## src/rtl/sp_ram_rf_sine.sv

```systemverilog
// Single-port 2^ADDR_W x DATA_W register-file RAM that powers up holding one sine period.
// Define SP_RAM_SINE_RESET_RELOAD_EN to make rst also restore the sine table.
module sp_ram_rf_sine #(
    parameter int ADDR_W = 8,
    parameter int DATA_W = 8
) (
    input  logic              clk,
    input  logic              rst,
    input  logic [ADDR_W-1:0] addr,
    input  logic              we,
    input  logic [DATA_W-1:0] din,
    output logic [DATA_W-1:0] qout
);

    localparam int DEPTH = 1 << ADDR_W;

    typedef logic [DEPTH-1:0][DATA_W-1:0] table_t;

    // Offset-binary sine. The int'() cast of a real rounds half away from zero.
    function automatic table_t sine_table();
        table_t t;
        int     off;
        int     amp;
        real    two_pi;
        off    = 1 << (DATA_W - 1);
        amp    = off - 1;
        two_pi = 6.283185307179586;
        for (int i = 0; i < DEPTH; i++) begin
            t[i] = DATA_W'(off + int'(real'(amp) * $sin(two_pi * real'(i) / real'(DEPTH))));
        end
        return t;
    endfunction

    table_t sine_rom;
    table_t delta;

    assign sine_rom = sine_table();

    // Each entry is stored as its difference from the sine table, so the all-zero
    // power-up state of the registers reads back as the sine wave itself.
    always_ff @(posedge clk) begin
        // NOTE: non-blocking assignments keep the read of delta[addr] seeing the pre-edge value.
        if (rst) begin
            qout <= '0;
`ifdef SP_RAM_SINE_RESET_RELOAD_EN
            delta <= '0;
`endif
            // NOTE: without the reload option the storage array is deliberately not reset.
        end else if (we) begin
            delta[addr] <= din ^ sine_rom[addr];
            qout        <= din;
        end else begin
            qout <= sine_rom[addr] ^ delta[addr];
        end
    end

endmodule

```

## config.mk

```make
export PLATFORM = sky130hd
export DESIGN_NAME = sp_ram_rf_sine
export DESIGN_NICKNAME = d
export VERILOG_FILES = /design/src/rtl/sp_ram_rf_sine.sv
export SDC_FILE = /design/constraint.sdc
export NUM_CORES = 2
export LEC_CHECK = 0
export ABC_AREA = 1
export ABC_CLOCK_PERIOD_IN_PS = 11700
export CELL_PAD_IN_SITES_DETAIL_PLACEMENT = 1
export CELL_PAD_IN_SITES_GLOBAL_PLACEMENT = 1
export CORE_ASPECT_RATIO = 0.7
export CORE_MARGIN = 2
export CORE_UTILIZATION = 25
export CTS_CLUSTER_SIZE = 14
export DETAILED_ROUTE_END_ITERATION = 6
export GPL_ROUTABILITY_DRIVEN = 0
export PLACE_DENSITY_LB_ADDON = 0.3
export SYNTH_ARGS = -nofsm -noshare
export SYNTH_HDL_FRONTEND = slang
export SYNTH_SLANG_ARGS = --single-unit
```

## constraint.sdc

```tcl
create_clock -name clk -period 11.7 [get_ports clk]
set_clock_uncertainty 0.1 [all_clocks]
set_input_delay 1.17 -clock clk [delete_from_list [all_inputs] [get_ports clk]]
set_output_delay 1.17 -clock clk [all_outputs]
set_load 0.005 [all_outputs]
```

==> qor.csv <==
metric,value,unit
post_cts_resized,0,
dieHeight,504.5,um
fin_nets,8744,
worst_ir_drop_vdd,0.0001117,V
firstDrtPassIters,6,
synthArstFlopShare,0,%
hold_path.class,input pin to flop,
rows,183,
leakagePower,39.29,nW
ys_types,35,
rrSetupSlack,8.69,ns
period_minus_slack,6.011,ns
cts_tree,yes,
endpoint_kind,flop,
grtUsageTotal,16.49,%
dp_hpwl,178.6,mm
drc,0,
clockBufferDepth,4,
ys_seq_area_share,68.93,%
period_share,51.37,%
yosysWarnings,0,
antenna_found_initial,22,
core,355600,um^2
fillCellCount,40150,
layoutNonFillerInstCount,13580,
seqCellArea,61660,um^2
crit_type,input pin to flop,
min_path_cells,4,
hold_buffers,0,
syn_area,89450,um^2
fmax,0.1664,GHz
antenna_left,0,
multi_input_area,22170,um^2
drive_above_1_share,5.405,%
grt_start_max_net_pins,163,
ys.flop_type,edfxtp_1,
grt_pass1_wl,447.3,mm
min_to,qout[5],
first_global_vias,63120,
finalSetupViolCount,0,
holdCritStartpoint,we,
reg2reg_depth,16,
clk_pin_slew_worst_paths,0.07,ns
netlist_instances,8832,
cts.sinks,2056,
dieArea,362700,um^2
htreeDepth,4,
maxCapViolCount,0,
drt_iter0_drc,5521,
synth_seq_cells,2056,
rsz0062_at_grt,no,
dp_cells,13230,
syn_to_final_growth,12.77,%
outcome,"finished, final reports clean",
worstPathMaxFanout,144,
crit-reg2reg-launch,delta[1847],
setup-tns-final,0,ns
clk_latency,0.88,ns
portBuffers,26,
syn_avg_cell_area,10.13,um^2
start_util,25.15,%
postCtsSetupRepairBufs,0,
grt_overflow,0,
cts_made_buffers,205,
cts-root-buf,clkbuf_16,
wire_per_inst,22.57,um
die_x,718.9,um
rr_endpoint,qout[7],
routed_wl,306.5,mm
crit_path_start_kind,input pin,
tightestPinTransition,1.296,ns
vias,62130,
maxSlewViolCount,0,
synth_edf_count,2048,
hold_violations,0,
viasPerCell,4.574,
worstPathArrival,6.68,ns
io_pins,27,
power_density,161.1,nW/um^2
synth_nets,8861,
timing.slew.headroom,13.51,%
worstPathRequired,12.37,ns
==> power breakdown <==
group          internal (mW)  switching (mW)
registers               8.43         0.00765
logic                  0.244            1.21
clock network           3.41            2.95
==> registers in the layout (all words and copies together), names as in the netlist <==
register	count
qout	8
delta	2048
==> worst max-delay path, cell delays in order <==
cell	delay, ns
buf_8	0.24
inv_8	0.54
buf_12	0.54
buf_4	0.77
buf_4	0.62
nand2_1	0.10
nand3_1	0.11
nand2_1	0.07
nand3b_1	0.36
nand3_1	0.34
nand2_1	0.25
nor2_1	0.31
nor2_1	0.14
nor2_1	0.21
nand2_1	0.08
nand2_1	0.08
nand3_1	0.14
nand2_1	0.12
inv_1	0.04
==> Yosys cell counts (2+ instances only) <==
library cell,n,area share [%]
nand2_1,2761,12
edfxtp_1,2048,69
nor2_1,1251,5.2
inv_1,1014,4.3
nand3_1,771,4.3
clkbuf_1,192,0.81
buf_2,189,1.1
o21ai_0,152,0.85
nor3_1,98,0.55
or2_2,80,0.56
a21oi_1,73,0.41
buf_1,48,0.20
nand3b_1,42,0.35
buf_4,27,0.23
ha_1,10,0.14
dfxtp_1,8,0.18
o211ai_1,8,0.067
or2_0,8,0.056
xor2_1,8,0.078
o21ai_1,7,0.039
nand4_1,6,0.042
o31ai_1,5,0.042
clkinv_1,4,0.017
inv_2,4,0.017
a211oi_1,3,0.025
o221ai_1,3,0.029
buf_6,2,0.025
nor2_2,2,0.014
o22ai_1,2,0.014
==> per-layer routing <==
metal | GRT usage [%] | wire (um) | up-vias
met3 | 2.566 | 17060 | 408
met4 | 3.170 | 6047 | 10
met5 | 0 | 66 | -
met2 | 25.26 | 133100 | 1597
met1 | 24.63 | 150200 | 31760
li1 | - | - | 28350
==> through the flow <==
stage | utilization (%) | instance area [um^2] | total power [mW] | hold slack [ns] | worst slack (ns)
after detailed placement | 26.66 | 94820 | 10.07 | 1.131 | 5.011
after CTS | 28.36 | 100900 | 16.40 | 0.9533 | 5.946
after global placement | 26.66 | 94820 | 10.04 | 1.144 | 4.958
after global routing | 28.36 | 100900 | 16.78 | 0.9517 | 5.584
after floorplan | - | 89450 | 9.489 | 0.8309 | 0.2853
final | 28.37 | 100900 | 16.25 | 1.002 | 5.689
==> kinds of logic (layout without fill, tap and decap cells) <==
group | after synthesis | after routing | share of synthesized area [%]
other | 0 | 4 | 0
AND/OR/NAND/NOR | 5022 | 5022 | 22.74
flip-flops | 2056 | 2056 | 68.93
adder cells (fa/ha/maj) | 10 | 10 | 0.1399
AO/OA/AOI/OAI | 256 | 256 | 1.501
XOR/XNOR | 8 | 8 | 0.07834
buffers and inverters | 1480 | 1510 | 6.605
==> worst max-delay path by stage <==
stage | start | endpoint | slack [ns] | cells after the start
after floorplan | addr[0] | delta[1003] | 0.29 | 17
after global placement | addr[0] | qout[5] | 4.96 | 19
after detailed placement | addr[0] | qout[5] | 5.01 | 19
after CTS | addr[0] | qout[5] | 5.95 | 19
after global routing | addr[0] | qout[5] | 5.58 | 19
final | addr[0] | qout[5] | 5.69 | 19
==> area by class of cell <==
class | instances | share of cell area, %
Clock inverter | 97 | 0.6686
Clock buffer | 257 | 5.321
Inverter | 1022 | 3.828
Sequential cell | 2056 | 61.13
Timing Repair Buffer | 134 | 1.216
Multi-Input combinational cell | 5296 | 21.98
Antenna cell | 4 | 0.009923
Tap cell | 4717 | 5.851
==> cells in the final DEF, fill, tap and decap left out, types with 2 or more instances in the layout <==
master	n
nand2_1	2758
nand3_1	756
clkbuf_1	50
nor3_1	98
buf_4	97
clkinv_8	2
o31ai_1	5
or2_2	80
xor2_4	8
o221ai_1	3
diode_2	4
dfxtp_1	8
clkdlybuf4s50_1	22
clkbuf_16	207
bufinv_16	8
inv_8	2
a211oi_1	3
clkinv_2	22
ha_1	10
nor2_1	1248
edfxtp_1	2048
nand3b_1	42
inv_1	1012
inv_6	7
nor2_4	4
o22ai_1	2
nand3_2	14
buf_12	12
a21oi_1	73
o21ai_1	7
o211ai_1	8
clkinv_1	58
clkinvlp_4	4
o21ai_0	152
nand4_1	6
or2_0	8
inv_2	2
buf_6	2
Power figures use the tool's default switching activity.
